[config.mk]
export PLATFORM = sky130hd
export DESIGN_NAME = sipo_frame_ctrl
export DESIGN_NICKNAME = d
export VERILOG_FILES = /design/src/rtl/sipo_ctrl_pkg.sv /design/src/rtl/sipo_shift_stage.sv /design/src/rtl/sipo_frame_ctrl.sv
export SDC_FILE = /design/constraint.sdc
export NUM_CORES = 1
export LEC_CHECK = 0
export ABC_AREA = 1
export ABC_CLOCK_PERIOD_IN_PS = 1360
export CAP_MARGIN = 20
export CORE_MARGIN = 5
export CORE_UTILIZATION = 30
export DETAILED_ROUTE_END_ITERATION = 12
export GPL_TIMING_DRIVEN = 0
export PLACE_DENSITY_LB_ADDON = 0.15
export SLEW_MARGIN = 5
export SYNTH_ARGS = -nofsm -noshare
export SYNTH_HDL_FRONTEND = slang
export SYNTH_SLANG_ARGS = --single-unit
[constraint.sdc]
create_clock -name clk -period 1.36 [get_ports clk]
set_input_delay 0.272 -clock clk [delete_from_list [all_inputs] [get_ports clk]]
set_output_delay 0.272 -clock clk [all_outputs]
set_load 0.02 [all_outputs]
[src/rtl/sipo_ctrl_pkg.sv]
// Shared definitions for the serial-in/parallel-out frame controller:
// FSM state encoding and the default frame width.
package sipo_ctrl_pkg;

    typedef enum logic {
        IDLE  = 1'b0,
        SHIFT = 1'b1
    } state_t;

    localparam int DEFAULT_N = 8;

endpackage

[src/rtl/sipo_shift_stage.sv]
// N-bit left shift register (MSB-first capture) with synchronous clear that
// takes priority over the shift enable.
module sipo_shift_stage
    import sipo_ctrl_pkg::*;
#(
    parameter int N = DEFAULT_N
) (
    input  logic         clk,
    input  logic         rst_n,
    input  logic         clr,
    input  logic         shift_en,
    input  logic         din,
    output logic [N-1:0] q
);

    logic [N-1:0] q_q;
    logic [N-1:0] q_d;
    logic [N-1:0] shifted;

    assign shifted[0] = din;

    generate
        for (genvar gi = 1; gi < N; gi++) begin : g_shift
            assign shifted[gi] = q_q[gi-1];
        end
    endgenerate

    always_comb begin
        q_d = q_q;
        if (clr) begin
            q_d = '0;
        end else if (shift_en) begin
            q_d = shifted;
        end
    end

    always_ff @(posedge clk or negedge rst_n) begin
        if (!rst_n) begin
            q_q <= '0;
        end else begin
            q_q <= q_d;
        end
    end

    assign q = q_q;

endmodule

[src/rtl/sipo_frame_ctrl.sv]
// Frame controller: collects N serial bits per frame (MSB first) and offers
// each completed word through a valid/ready output register.
module sipo_frame_ctrl
    import sipo_ctrl_pkg::*;
#(
    parameter int N = DEFAULT_N
) (
    input  logic                     clk,
    input  logic                     rst_n,
    input  logic                     start,
    input  logic                     abort,
    input  logic                     bit_en,
    input  logic                     serial_in,
    input  logic                     out_ready,
    output logic [N-1:0]             out_data,
    output logic                     out_valid,
    output logic                     busy,
    output logic [$clog2(N+1)-1:0]   bit_count,
    output logic                     overrun
);

    localparam int CW = $clog2(N+1);

    state_t          state_q, state_d;
    logic [CW-1:0]   bit_count_q, bit_count_d;
    logic [N-1:0]    out_data_q, out_data_d;
    logic            out_valid_q, out_valid_d;
    logic            overrun_q, overrun_d;

    logic [N-1:0]    sr;
    logic            sr_clr;
    logic            sr_shift;
    logic            last_bit;
    logic [N-1:0]    word;
    logic            unused_sr_msb;

    sipo_shift_stage #(.N(N)) u_shift (
        .clk      (clk),
        .rst_n    (rst_n),
        .clr      (sr_clr),
        .shift_en (sr_shift),
        .din      (serial_in),
        .q        (sr)
    );

    // The final bit is merged combinationally so the word lands in the
    // output register on the same edge that samples it.
    assign word          = {sr[N-2:0], serial_in};
    assign last_bit      = (bit_count_q == CW'(N-1));
    assign unused_sr_msb = sr[N-1];

    always_comb begin
        state_d     = state_q;
        bit_count_d = bit_count_q;
        sr_clr      = 1'b0;
        sr_shift    = 1'b0;
        out_data_d  = out_data_q;
        out_valid_d = out_valid_q & ~out_ready;
        overrun_d   = 1'b0;

        case (state_q)
            IDLE: begin
                if (start && !abort) begin
                    state_d     = SHIFT;
                    bit_count_d = '0;
                    sr_clr      = 1'b1;
                end
            end
            SHIFT: begin
                if (abort) begin
                    state_d     = IDLE;
                    bit_count_d = '0;
                end else if (bit_en) begin
                    sr_shift = 1'b1;
                    if (last_bit) begin
                        state_d     = IDLE;
                        bit_count_d = '0;
                        // A pending word that is not being taken this edge wins.
                        if (!out_valid_q || out_ready) begin
                            out_data_d  = word;
                            out_valid_d = 1'b1;
                        end else begin
                            overrun_d = 1'b1;
                        end
                    end else begin
                        bit_count_d = bit_count_q + CW'(1);
                    end
                end
            end
            default: state_d = IDLE;
        endcase
    end

    always_ff @(posedge clk or negedge rst_n) begin
        if (!rst_n) begin
            state_q     <= IDLE;
            bit_count_q <= '0;
            out_data_q  <= '0;
            out_valid_q <= 1'b0;
            overrun_q   <= 1'b0;
        end else begin
            state_q     <= state_d;
            bit_count_q <= bit_count_d;
            out_data_q  <= out_data_d;
            out_valid_q <= out_valid_d;
            overrun_q   <= overrun_d;
        end
    end

    assign out_data  = out_data_q;
    assign out_valid = out_valid_q;
    assign busy      = (state_q == SHIFT);
    assign bit_count = bit_count_q;
    assign overrun   = overrun_q;

endmodule

======== Yosys cells after proc, flatten, opt, wreduce, memory -nomap -nowiden ========
Cells that the tools add are included.
storage, ports and cells
  input bits .............................. 7
  word-level logic and storage cells ...... 47
  register bits after elaboration ......... 22
  output and inout port bits .............. 15
cells by class
  multiplexer cells ....................... 26
  reductions and logical operators ........ 7
  $add $sub $neg .......................... 1
  bitwise logic cells ..................... 4
  equal/unequal tests ..................... 3
operators with widths
  cell                                            count
  two-way mux 1 bit                               18
  two-way mux 4 bit                               4
  two-way mux 7 bit                               2
  case mux 4 bit (2 select lines)                 1
  AND reduction 5 bit                             1
  adder 4 x 1 -> 4 bit (second input constant)    1
  == test 4 x 3 -> 1 bit (second input constant)  1
  inequality test 3 bit (second input constant)   1
  inverter 1 bit                                  3
  logical NOT 1 bit                               2
  inequality test 2 bit (second input constant)   1
  case mux 1 bit (2 select lines)                 1
  AND reduction 2 bit                             1
  nonzero test 2 bit                              1
  bitwise AND 1 bit                               1
  logical AND 1 bit                               1
  logical OR 1 bit                                1

======== Depth between registers and ports, before layout ========
  word-level depth ........................ 7
  mapped depth ............................ 6
  depth with buffers taken out ............ 6

======== Modules after synthesis ========
Synthesis repeated with hierarchy kept, for this count alone.
unflattened totals
  cell total of the unflattened synthesis .. 121
  area, all modules ....................... 1063.5 µm²
modules (own cells, without submodules)
  module            sequential area each (µm²)  area an instance (µm²)  instances  cells each
  sipo_frame_ctrl   375.4                       728.2                   1          86
  sipo_shift_stage  200.2                       335.3                   1          35

======== Worst setup path after synthesis ========
No wires, ideal clock.
  path type ............................... reg-to-reg
  start ................................... register bit_count_q[0] (netlist: bit_count[0])
  end ..................................... register out_data_q[0] (netlist: out_data[0])
  setup time .............................. 117 ps
  arrival ................................. 1226 ps
  slack ................................... 17 ps
  buffers on the path ..................... 0
  stages on the path, launching flop included .. 7
  data required time ...................... 1243 ps
  period minus slack after synthesis ...... 1343 ps
  cells stage by stage .................... dfrtp_1 -> ha_1 -> nand2_2 -> nor2_8 -> nand3_4 -> nand2_1 -> nand2_1
between the ends
  longest elaborated chain between the ends .. 2
RTL lines
  element                               RTL line                text
  start: declaration                    sipo_frame_ctrl.sv:25   logic [CW-1:0] bit_count_q, bit_count_d;
  start signal: assignment              sipo_frame_ctrl.sv:103  bit_count_q <= bit_count_d;
  == test 4 x 3 -> 1 bit                sipo_frame_ctrl.sv:49   assign last_bit = (bit_count_q == CW'(N-1));
  AND reduction 5 bit (no source line)  --
  end signal: assignment                sipo_frame_ctrl.sv:104  out_data_q <= out_data_d;
  end: declaration                      sipo_frame_ctrl.sv:26   logic [N-1:0] out_data_q, out_data_d;
No other way between the ends.
A chain may end at the register's enable or synchronous reset.

======== Final worst setup path ========
  start ................................... register bit_count_q[2] (netlist: bit_count[2])
  end ..................................... output bit_count[2]
RTL lines
  element           RTL line               text
  end: declaration  sipo_frame_ctrl.sv:18  output logic [$clog2(N+1)-1:0] bit_count,
No word-level cell between the ends.

==> impl_metrics.tcl <==
set metrics [dict create \
    grt.total_usage_pct 10.8 \
    ys_warn_count 0 \
    drive_gt1_share_pct 20.9 \
    max_freq_mhz 769 \
    p_leak_nw 0.732 \
    placementRows 21 \
    synth_cells 114 \
    total_power_mw 1.43 \
    clkSinkCount 22 \
    dp_hpwl_microns 1510 \
    worstSetupStartpointType "flop" \
    clkTransAtPathRegs_ns 0.13 \
    die-area_sq_mm 0.00468 \
    fin_setup_tns_ns 0 \
    wl_microns 2120 \
    synth_seq_cells 22 \
    crit_buf_inv 1 \
    viasPerCell 4.34 \
    power.switching_mw 0.354 \
    synth_fp_nets 122 \
    slew_viol_final 0 \
    clockBufferDepth 2 \
    crit_path_top_delay_cell "dfrtp_2" \
    layout.nets 157 \
    crit_family "flip-flops" \
    period_share_pct 95.6 \
    fill_cells 358 \
    p_int_mw 1.08 \
    tritoncts "yes" \
    syn_area_sq_mm 0.00102 \
    cp_slowest_stage_delay_ns 0.43 \
    period_needed_ns 1.30 \
    globalplace.congestion 0.743 \
    crit_fanout 2 \
    whs_ns 0.243 \
    worst_pin_slew_ns 0.414 \
    finalClockSkew_ns 0.00489 \
    htree_levels 1 \
    num_vias 842 \
    crit_type "reg2out" \
    dieWidth_microns 68.4 \
    maxCapViolCount 0 \
    swShare_pct 24.7 \
    initial_core_util_pct 30.9 \
    grt_pass1_wl_microns 3800 \
    arrival_ns 1.03 \
    wl_per_cell_microns 10.9 \
    regToRegSetupSlack_ns 0.11 \
    worstSetupEndpointType "output pin" \
    grt_max_degree 23 \
    area_growth_pct 40.6 \
    io_buffer_count 21 \
    cp.required_ns 1.09 \
    clkPwrFrac_pct 35.2 \
    drt_pass1_iterations 4 \
    syn-mean-instance-area_sq_um 8.97 \
    final_util_pct 43.4 \
    timing.final.hold_violations 0 \
    peakVddDrop_v 0.000463 \
    status "finished, final reports clean" \
    die_h_microns 68.4 \
    p_per_area_mw_per_mm2 995 \
    core_sq_mm 0.00331 \
    cts_hold_buf 0 \
    detail-route-antenna-nets 0 \
    sequentialPowerShare_pct 49.9 \
    multi_input_area_sq_um 393 \
    numCtsBuffers 3 \
    cp_cell_sequence "clkdlybuf4s15_1" \
    synth.distinct_cells 17 \
    hp-class "in2async" \
    grt_pass1_vias 889 \
    seq_area_frac_synth_pct 53.9 \
    antenna_found_initial 0 \
    pin_count 22 \
    grt-ovfl-total 0 \
    combPwrFrac_pct 15.0 \
    cts-root-buf "clkbuf_4" \
    insertion_delay_ns 0.31 \
    antenna_cells 0 \
    finalSetupViolations 0 \
    seq_area_sq_um 554 \
    slew_headroom_pct 72.3 \
    drc 0 \
    drtIter0Drc 33 \
]
## registers in the layout (all words and copies together), names as in the netlist
signal / count
overrun: 1
out_data: 8
bit_count: 4
out_valid: 1
busy: 1
u_shift.q: 7
## worst reg2reg max path, cell delays in order (launching register included)
cell and delay (ns):
dfrtp_1 0.41, ha_2 0.23, nand2_2 0.10, nor2_8 0.16, nand3_4 0.13, nand2_1 0.08
nand2_1 0.04
## synthesized netlist by cell type
cell / n / share of area [%]
o21ai_2: 1 / 0.86
ha_1: 1 / 1.2
buf_8: 1 / 1.5
dfrtp_1: 22 / 54
o21ai_1: 1 / 0.49
nand3_4: 1 / 1.7
nand2_2: 2 / 1.2
clkinv_4: 1 / 0.86
inv_2: 1 / 0.37
o21ai_0: 8 / 3.9
nand3_1: 6 / 2.9
nand2_1: 41 / 15
nand4_1: 10 / 6.1
nor2_1: 2 / 0.73
nor2_8: 2 / 3.9
inv_1: 13 / 4.8
buf_2: 1 / 0.49
## logic make-up (layout without fill, tap and decap cells)
group	Yosys count	after routing	synth area share (%)
and+or+nand+nor	64	64	31.7
buffers and inverters	17	51	7.96
DFF	22	22	53.9
adders and majority gates	1	1	1.22
AOI/OAI and AO/OA	10	10	5.26
## stage by stage
stage               std cells  area [sq um]  setup slack (ns)
floorplan                 114          1020            0.0170
global placement          181          1290            -0.165
detailed placement        181          1290            -0.166
CTS                       188          1360           0.00802
global route              194          1440          -0.00515
finish                    194          1440            0.0599
## cells in the final DEF (no fill, tap or decap), drive strengths merged, types with 6 or more instances in the layout
cell / instances
buf: 12
clkdlybuf4s15: 6
clkdlybuf4s50: 6
dfrtp: 22
dlygate4sd2: 8
inv: 14
nand2: 43
nand3: 7
nand4: 10
o21ai: 10
## power groups by stage
stage	Sequential (mW)	Combinational, mW	Clock, mW
2_1_floorplan	0.741	0.0836	0
3_3_place_gp	0.732	0.178	0
3_5_place_dp	0.732	0.181	0
4_1_cts	0.716	0.196	0.518
5_1_grt	0.718	0.245	0.557
6_report	0.713	0.214	0.503
## metal layers
layer | up-vias | share of wire [%] | track usage [%] | routed length (microns)
li1 | 443 | - | - | -
met3 | 2 | 4.2 | 2.63 | 90
met5 | - | 0 | 0 | 0
met4 | 0 | 0.76 | 4.47 | 16
met1 | 379 | 48 | 13.3 | 1010
met2 | 18 | 47 | 17.8 | 1000
## worst paths after layout
check,startpoint,to,cells after the start
hold / removal,rst_n,out_data[5],1
setup reg to reg,bit_count[0],out_data[7],6
min in group clk,out_data[6],out_data[6],2
setup / recovery,bit_count[2],bit_count[2],1
hold reg to reg,out_data[6],out_data[6],2
max in group asynchronous,rst_n,bit_count[2],2
## repair_timing
item | CTS | global route
buffers inserted | 3 | 5
pin swaps | 0 | 1
resized for setup | 26 | 5
endpoints found under the hold margin | 0 | 0
endpoints found under the setup margin | 23 | 13
## final cells by class
type	instances	area share (%)
Sequential cell	22	38.6
Multi-Input combinational cell	75	27.3
Timing Repair Buffer	30	20.8
Inverter	15	4.26
Tap cell	46	4.00
Clock inverter	1	2.09
Clock buffer	3	1.57
Buffer	2	1.39
(Power assumes the default switching activity.)
